===== config.mk =====
export PLATFORM = sky130hd
export DESIGN_NAME = encoder_8x3_drain
export DESIGN_NICKNAME = d
export VERILOG_FILES = /design/src/rtl/enc_pkg.sv /design/src/rtl/encoder_8x3_drain_ffs_comb.sv /design/src/rtl/encoder_8x3_drain.sv
export SDC_FILE = /design/constraint.sdc
export NUM_CORES = 1
export LEC_CHECK = 0
export CORE_UTILIZATION = 47
export DETAILED_ROUTE_END_ITERATION = 7
export PLACE_DENSITY = 0.78
export SYNTH_ARGS = -nofsm -noshare
export SYNTH_HDL_FRONTEND = slang
export SYNTH_SLANG_ARGS = --single-unit

===== constraint.sdc =====
create_clock -name clk -period 2.1 [get_ports clk]
set_input_delay 0.42 -clock clk [delete_from_list [all_inputs] [get_ports clk]]
set_output_delay 0.42 -clock clk [all_outputs]
set_load 0.005 [all_outputs]

===== src/rtl/enc_pkg.sv =====
// Shared definitions for the encoder_8x3_drain slice: state encoding, default
// width and small helpers for index width and single-bit detection.
package enc_pkg;

  localparam int DEF_IN_W = 8;

  localparam logic [1:0] IDLE  = 2'd0;
  localparam logic [1:0] DRAIN = 2'd1;
  localparam logic [1:0] ZBEAT = 2'd2;

  function automatic int out_w_of(input int in_w);
    return $clog2(in_w);
  endfunction

  // True when at most one bit is set; callers zero-extend vectors up to 64 bits.
  function automatic logic onehot_or_zero(input logic [63:0] vec);
    return (vec & (vec - 64'd1)) == 64'd0;
  endfunction

endpackage


===== src/rtl/encoder_8x3_drain_ffs_comb.sv =====
// Combinational find-first-set over a request vector; LSB_FIRST selects
// whether the lowest or the highest set bit wins.
module ffs_comb
  import enc_pkg::*;
#(
  parameter int  IN_W      = DEF_IN_W,
  parameter bit  LSB_FIRST = 1'b0,
  localparam int OUT_W     = out_w_of(IN_W)
) (
  input  logic [IN_W-1:0]  vec,
  output logic [OUT_W-1:0] idx,
  output logic             any
);

  // NOTE: every always_comb output gets a default first so no latch is inferred.
  always_comb begin
    idx = '0;
    any = |vec;
    if (LSB_FIRST) begin
      for (int i = IN_W - 1; i >= 0; i--) begin
        if (vec[i]) idx = OUT_W'(i);
      end
    end else begin
      for (int i = 0; i < IN_W; i++) begin
        if (vec[i]) idx = OUT_W'(i);
      end
    end
  end

endmodule


===== src/rtl/encoder_8x3_drain.sv =====
// Sequential 8-to-3 encoder: captures a multi-hot vector and emits one index per
// beat. Optional build macro ENC_LSB_FIRST_EN drains lowest set bit first.
module encoder_8x3_drain
  import enc_pkg::*;
#(
  parameter int  IN_W      = DEF_IN_W,
  parameter int  ZERO_EMIT = 1,
  localparam int OUT_W     = out_w_of(IN_W)
) (
  input  logic             clk,
  input  logic             rst_n,
  input  logic             en,
  input  logic [IN_W-1:0]  data_in,
  input  logic             in_valid,
  output logic             in_ready,
  output logic [OUT_W-1:0] y_out,
  output logic             out_valid,
  input  logic             out_ready,
  output logic             out_last,
  output logic             zero
);

`ifdef ENC_LSB_FIRST_EN
  localparam bit LSB_FIRST = 1'b1;
`else
  localparam bit LSB_FIRST = 1'b0;
`endif

  logic [IN_W-1:0]  pend_q, pend_d;
  logic [1:0]       state_q, state_d;
  logic [OUT_W-1:0] ffs_idx;
  logic             pend_any;

  ffs_comb #(
    .IN_W      (IN_W),
    .LSB_FIRST (LSB_FIRST)
  ) u_ffs (
    .vec (pend_q),
    .idx (ffs_idx),
    .any (pend_any)
  );

  // Outputs depend only on registered state and en, never on data_in/in_valid.
  always_comb begin
    in_ready  = en && (state_q == IDLE);
    out_valid = en && ((state_q == DRAIN) || (state_q == ZBEAT));
    y_out     = '0;
    out_last  = 1'b0;
    zero      = 1'b0;
    if (out_valid) begin
      if (state_q == DRAIN) begin
        y_out    = ffs_idx;
        out_last = onehot_or_zero(64'(pend_q));
      end else begin
        out_last = 1'b1;
        zero     = 1'b1;
      end
    end
  end

  always_comb begin
    pend_d  = pend_q;
    state_d = state_q;
    case (state_q)
      IDLE: begin
        if (in_valid && in_ready) begin
          pend_d = data_in;
          if (data_in != '0)       state_d = DRAIN;
          else if (ZERO_EMIT != 0) state_d = ZBEAT;
        end
      end
      DRAIN: begin
        if (en && !pend_any) begin
          state_d = IDLE;
        end else if (out_valid && out_ready) begin
          pend_d = pend_q & ~(IN_W'(1) << ffs_idx);
          if (out_last) state_d = IDLE;
        end
      end
      ZBEAT: begin
        if (out_valid && out_ready) state_d = IDLE;
      end
      default: state_d = IDLE;
    endcase
  end

  // NOTE: sequential state uses non-blocking assignments only.
  always_ff @(posedge clk or negedge rst_n) begin
    if (!rst_n) begin
      pend_q  <= '0;
      state_q <= IDLE;
    end else begin
      pend_q  <= pend_d;
      state_q <= state_d;
    end
  end

endmodule


==> summary.md, run 1 <==
| Metric | Value |
|---|---|
| Drt wl/cell | `15.41 um` |
| Reg2reg end | `pend_q[2]$_DFFE_PN0P_` |
| Launch point of the worst reg-to-reg path | `pend_q[7]$_DFFE_PN0P_` |
| Placed cell area | `1099 um2` |
| Clk_skew | `5.602 ps` |
| Final ANT Viol Nets | `0` |
| Number of global-route vias before repair | `869` |
| Rows | `14` |
| Drt total wl | `2357 um` |
| Die Span X | `42.37 um` |
| VDD IR max | `0.8931 mV` |
| Vias | `895` |
| Area share of the largest cell type after synthesis | `32.68%` |
| Comb pwr share | `68.9%` |
| Global route overflow | `0` |
| Routability cong. | `0.9401` |
| Synthesized instance count | `96` |
| Final Cycle Share | `95.52%` |
| Final Max Slew Viols | `0` |
| Setup CP Type | `flop to output port` |
| Switching power share of the total | `42.04%` |
| Worst setup margin | `94.12 ps` |
| CP endpoint kind | `output port` |
| Synth Area per Inst | `7.976 um2` |
| H-tree depth | `1` |
| Setup crit start | `pend_q[2]$_DFFE_PN0P_` |
| Initial antenna violation count | `0` |
| Largest net degree at the start of global routing | `14` |
| Initial core utilization | `50.83%` |
| Syn_nets | `112` |
| Layout fillers | `109` |
| Max Cap Viol | `0` |
| Clock sink count | `10` |
| Cell Int Power | `0.9978 mW` |
| Psw | `0.7237 mW` |
| Clk Latency, worst-skew pair | `280 ps` |
| Seq/Total Area, Yosys | `32.68%` |
| DR iter-0 viols | `51` |
| CTS tree | `done` |
| R2R Setup Slk | `150 ps` |
| Mapped cell area | `765.7 um2` |
| First-pass GRT wire length | `3857 um` |
| Cts hold-fix bufs | `0` |
| Clk slew on worst S/H paths | `70 ps` |
| Port buffer count | `19` |
| Max_slew headroom | `67.32%` |
| RSZ-0062 raised after global routing | `false` |
| Min Hold Slack | `467.1 ps` |
| Worst-path fanout max | `4` |
| Io pins | `20` |
| Number of flops mapped to enable cells by yosys | `0` |
| Worst slack, placed | `-203.0 ps` |
| Worst Path Required | `1680 ps` |
| Synth top area cells | `dfrtp_1 (33%), nand2_1 (7.4%), ha_1 (4.9%), o21ai_0 (3.9%), a21o_1 (3.9%)` |
| Layout cells sized above 1 | `29.20%` |
| CP Launch Type | `flop` |
| Synth Register Bits | `10` |
| Post-Layout Inst Area | `1189 um2` |
| Yosys warning count | `0` |
| Layout area overhead | `55.23%` |
| Power Total | `1.721 mW` |
| Worst-margin pin slew | `488.6 ps` |
| Synth cell count leaders | `nand2_1 (15), dfrtp_1 (10), nor2_1 (7), o21ai_0 (6)` |
| Critical Path Sink | `y_out[0]` |
| Worst reg2reg path depth | `6` |
| Final Setup Violations | `0` |
| Sequential share of power | `20.6%` |
| Gr usage total | `28.75%` |
| Most frequent cell after synthesis | `nand2_1` |
| CTS Buffer Depth | `2` |
| Synth cell types | `33` |
| Status | `completed` |
| Clock power share | `10.6%` |
| Area leader, netlist | `dfrtp_1` |
| Antenna cell count | `0` |
| Max frequency | `0.4985 GHz` |
| Drt pass-1 iters | `4` |
| Hpwl dp | `1674 um` |
| # nets final | `154` |
| Min Tclk post-route | `2006 ps` |
| # DRC | `0` |
| Core area | `1506 um2` |
| Static leakage | `0.5860 nW` |
| CTS root buffer | `clkbuf_4` |
| Die area | `1795 um2` |
| Synth Flop Type | `dfrtp_1` |
| Type of the worst min-delay path | `input port to async pin` |
| Worst EP arrival | `1590 ps` |
| Via-to-Cell Ratio | `5.850` |
| Die Ht | `42.37 um` |
| Final hold vios | `0` |
| CTS Buf Count | `3` |
| Pwr dens | `1448 nW/um2` |
| Post-synthesis async set-or-reset flop share | `100.0%` |
[worst min path at each step]
stage | from | end | slack [ps] | cells past startpoint
after floorplan | rst_n | pend_q[0]$_DFFE_PN0P_ | 120 | 0
after global placement | state_q[0]$_DFFE_PN0P_ | state_q[0]$_DFFE_PN0P_ | 580 | 2
after detailed placement | pend_q[0]$_DFFE_PN0P_ | pend_q[0]$_DFFE_PN0P_ | 600 | 3
after CTS | rst_n | pend_q[4]$_DFFE_PN0P_ | 470 | 1
after global routing | rst_n | pend_q[2]$_DFFE_PN0P_ | 500 | 1
final | rst_n | pend_q[4]$_DFFE_PN0P_ | 470 | 1
[worst max-delay path, cell delays in order, from the launching register on]
cell,delay (ps)
dfrtp_1,400
buf_4,160
nand2b_1,160
a21oi_2,190
nor3_1,70
nor3_1,180
clkbuf_2,150
[stage by stage]
stage	TNS, ps	utilization, %	cells
5_1_grt	0	78.90	153
6_report	0	78.90	153
4_1_cts	0	77.24	150
3_5_place_dp	-639.1	72.92	145
3_3_place_gp	-469.5	72.92	145
2_1_floorplan	0	-	96
[state kept, by name, indices dropped and copies added, names as in the netlist]
register	count
state_q	2
pend_q	8
[power groups by stage]
stage | sequential, mW | combinational, mW | clock, mW
after floorplan | 0.348 | 0.558 | 0
after global placement | 0.339 | 1.01 | 0
after detailed placement | 0.346 | 1.03 | 0
after CTS | 0.350 | 1.08 | 0.184
after global routing | 0.367 | 1.29 | 0.195
final | 0.354 | 1.19 | 0.182
[per-layer routing]
layer	wire length (um)	share of wire [%]	global-route usage, %	vias to the layer above
li1	-	-	-	431
met3	126	5.3	5.172	2
met2	1191	51	50.77	42
met1	1014	43	34.70	420
met4	24	1.0	10.00	0
met5	0	0	0	-
[layout by cell type (no fill, tap or decap), types with 4 or more instances in the layout]
cell type and n:
nand2_1 14, dfrtp_1 10, clkdlybuf4s50_1 12, a21o_1 4, nand3_1 4, nor2_1 5, o21ai_0 5, buf_4 23
nor3_1 5
[cells by family after synthesis]
| kind of cell | share of synthesized area [%] |
|---|---|
| flops | 32.68 |
| mux | 2.614 |
| compound gates | 23.53 |
| fa+ha+maj | 4.902 |
| buf+inv | 5.064 |
| simple gates | 31.21 |
[area by class of cell]
cell class                 instances  area, um2  area share, %
multi-input combinational         76      509.2          42.84
timing repair buffer              42      354.1          29.79
sequential                        10      250.2          21.05
clock buffer                       4      36.28          3.053
tap                               16      20.02          1.684
inverter                           5      18.77          1.579
[repair_timing]
item                       4_1_cts  5_1_grt
setup endpoints to repair        6        6
setup buffers                    1        3
gates resized for setup         14        8
pin swaps                        3        3
(Power assumes the default switching activity.)
==> run 2: changes to the inputs <==
--- a/config.mk
+++ b/config.mk
@@ -8,6 +8,7 @@
 export CORE_UTILIZATION = 47
 export DETAILED_ROUTE_END_ITERATION = 7
 export PLACE_DENSITY = 0.78
+export SLEW_MARGIN = 20
 export SYNTH_ARGS = -nofsm -noshare
 export SYNTH_HDL_FRONTEND = slang
 export SYNTH_SLANG_ARGS = --single-unit
==> results of run 2 <==
The final DEF is identical to that of run 1; final timing and power are the same.
==> run 3: changes to the inputs <==
--- a/config.mk
+++ b/config.mk
@@ -5,9 +5,11 @@
 export SDC_FILE = /design/constraint.sdc
 export NUM_CORES = 1
 export LEC_CHECK = 0
-export CORE_UTILIZATION = 47
+export CORE_UTILIZATION = 56
 export DETAILED_ROUTE_END_ITERATION = 7
-export PLACE_DENSITY = 0.78
+export DONT_BUFFER_PORTS = 1
+export PLACE_DENSITY = 0.71
+export SKIP_LAST_GASP = 1
 export SLEW_MARGIN = 20
 export SYNTH_ARGS = -nofsm -noshare
 export SYNTH_HDL_FRONTEND = slang
==> summary.md, run 3 (synthesized netlist as in run 1, its figures left out) <==
| Metric | Value |
|---|---|
| Port buffer count | `0` |
| Rows | `12` |
| Static leakage | `0.3806 nW` |
| Pwr dens | `1508 nW/um2` |
| CP endpoint kind | `output port` |
| Final Max Slew Viols | `0` |
| Hpwl dp | `1294 um` |
| Worst reg2reg path depth | `4` |
| DR iter-0 viols | `20` |
| First-pass GRT wire length | `2815 um` |
| Launch point of the worst reg-to-reg path | `pend_q[5]$_DFFE_PN0P_` |
| Initial antenna violation count | `0` |
| Gr usage total | `27.68%` |
| H-tree depth | `1` |
| Core area | `1186 um2` |
| # nets final | `116` |
| RSZ-0062 raised after global routing | `false` |
| Most common cell after layout, fill and taps aside | `nand2_1` |
| Worst setup margin | `108.8 ps` |
| CP Launch Type | `flop` |
| Setup TNS Final | `0 ps` |
| Top sig layer | `met4` |
| Final ANT Viol Nets | `0` |
| # Post-CTS Setup Buffers | `0` |
| Routability cong. | `0.8273` |
| Die Span X | `38.98 um` |
| Drt pass-1 iters | `4` |
| Final hold vios | `0` |
| Io pins | `20` |
| Slowest stage cell on the critical path | `dfrtp_1` |
| Layout cells sized above 1 | `12.12%` |
| Antenna cell count | `0` |
| Min Tclk post-route | `1991 ps` |
| Max reg flops | `8` |
| Final Setup Violations | `0` |
| Worst path cell trace | `inv_1 > ha_1 > nand2_1 > inv_1 > nand2_1 > nor3_1` |
| Commonest non-fill, non-tap cells in the layout | `nand2_1 (15), dfrtp_1 (10), nor2_1 (6), o21ai_0 (6), inv_1 (5)` |
| Clk Latency, worst-skew pair | `250 ps` |
| Die Ht | `38.98 um` |
| R2R Setup Slk | `200 ps` |
| CTS tree | `done` |
| Max Cap Viol | `0` |
| Met3 wire length | `138 um` |
| Max frequency | `0.5022 GHz` |
| Number of global-route vias before repair | `649` |
| Final Cycle Share | `94.82%` |
| Crit-path max cell delay | `360 ps` |
| Drt total wl | `1830 um` |
| Initial core utilization | `64.56%` |
| Die area | `1519 um2` |
| Clk_skew | `1.410 ps` |
| Global route overflow | `0` |
| Worst hold path stage count | `2` |
| Worst EP arrival | `1570 ps` |
| VDD IR max | `1.096 mV` |
| Status | `completed` |
| CTS root buffer | `clkbuf_4` |
| Type of the worst min-delay path | `input port to flop` |
| Min Hold Slack | `272.5 ps` |
| CTS Buffer Depth | `2` |
| Clk slew on worst S/H paths | `60 ps` |
| Vias | `748` |
| Reg2reg end | `pend_q[2]$_DFFE_PN0P_` |
| Layout area overhead | `11.93%` |
| Clock sink count | `10` |
| Via-to-Cell Ratio | `6.619` |
| Max_slew headroom | `71.49%` |
| Largest Register | `pend_q` |
| Worst slack, placed | `217.3 ps` |
| Hold Path End | `pend_q[4]$_DFFE_PN0P_` |
| Hold Path Origin | `data_in[4]` |
| Worst-margin pin slew | `426.3 ps` |
| Worst Path Required | `1680 ps` |
| Top flop regs | `pend_q: 8 flops, state_q: 2 flops` |
| Routed wl met2 | `805 um` |
| CTS Buf Count | `3` |
| Met1 WL | `857 um` |
| Drt wl/cell | `16.19 um` |
| Worst-path fanout max | `3` |
| # DRC | `0` |
| Largest net degree at the start of global routing | `14` |
| Setup CP Type | `flop to output port` |
==> run 3: how the worst max path moves through the flow <==
stage,from,endpoint
2_1_floorplan,state_q[0]$_DFFE_PN0P_,pend_q[6]$_DFFE_PN0P_
4_1_cts,state_q[1]$_DFFE_PN0P_,y_out[0]
3_3_place_gp,pend_q[5]$_DFFE_PN0P_,pend_q[2]$_DFFE_PN0P_
5_1_grt,pend_q[3]$_DFFE_PN0P_,out_last
3_5_place_dp,pend_q[5]$_DFFE_PN0P_,pend_q[2]$_DFFE_PN0P_
6_report,state_q[0]$_DFFE_PN0P_,y_out[0]
==> run 3: timing repair <==
action / in CTS / in global routing
gates cloned: 0 / 0
endpoints found under the hold margin: 10 / 0
hold buffers: 1 / 0
setup endpoints to repair: 1 / 2
resized for setup: 1 / 4
==> run 3: where the power goes <==
part	switching (mW)	total (mW)	leakage [nW]	internal, mW
combinational	0.360	0.671	0.232	0.312
clock	0.0600	0.165	0.0210	0.105
sequential	0.182	0.456	0.127	0.274
total	0.602	1.29	0.381	0.690
==> run 3: routing by layer <==
metal | global-route usage [%] | vias up
met5 | 0 | -
met4 | 7.759 | 0
met1 | 37.64 | 355
li1 | - | 352
met3 | 3.468 | 4
met2 | 45.83 | 37
==> run 3: final cells by class <==
class / count / area [um2]
multi-input combinational: 76 / 501.7
fill: 100 / 329.1
sequential: 10 / 250.2
clock buffer: 4 / 36.28
timing repair buffer: 4 / 32.53
inverter: 5 / 18.77
tap: 14 / 17.52
==> run 3: per-stage QoR <==
step	power, mW	instances	utilization (%)	instance area (um2)
final	1.292	113	72.26	857.1
after global placement	1.036	108	66.24	785.8
after CTS	1.237	113	70.68	838.3
after detailed placement	1.051	108	66.24	785.8
after floorplan	0.9064	96	-	765.7
after global routing	1.392	113	72.26	857.1
==> run 3: worst max-delay path: cells and delay by family (launching register included) <==
family	cells	cell delay, ps
DFF	1	360
buffers and inverters	2	210
adders and majority gates	1	310
and+or+nand+nor	3	440
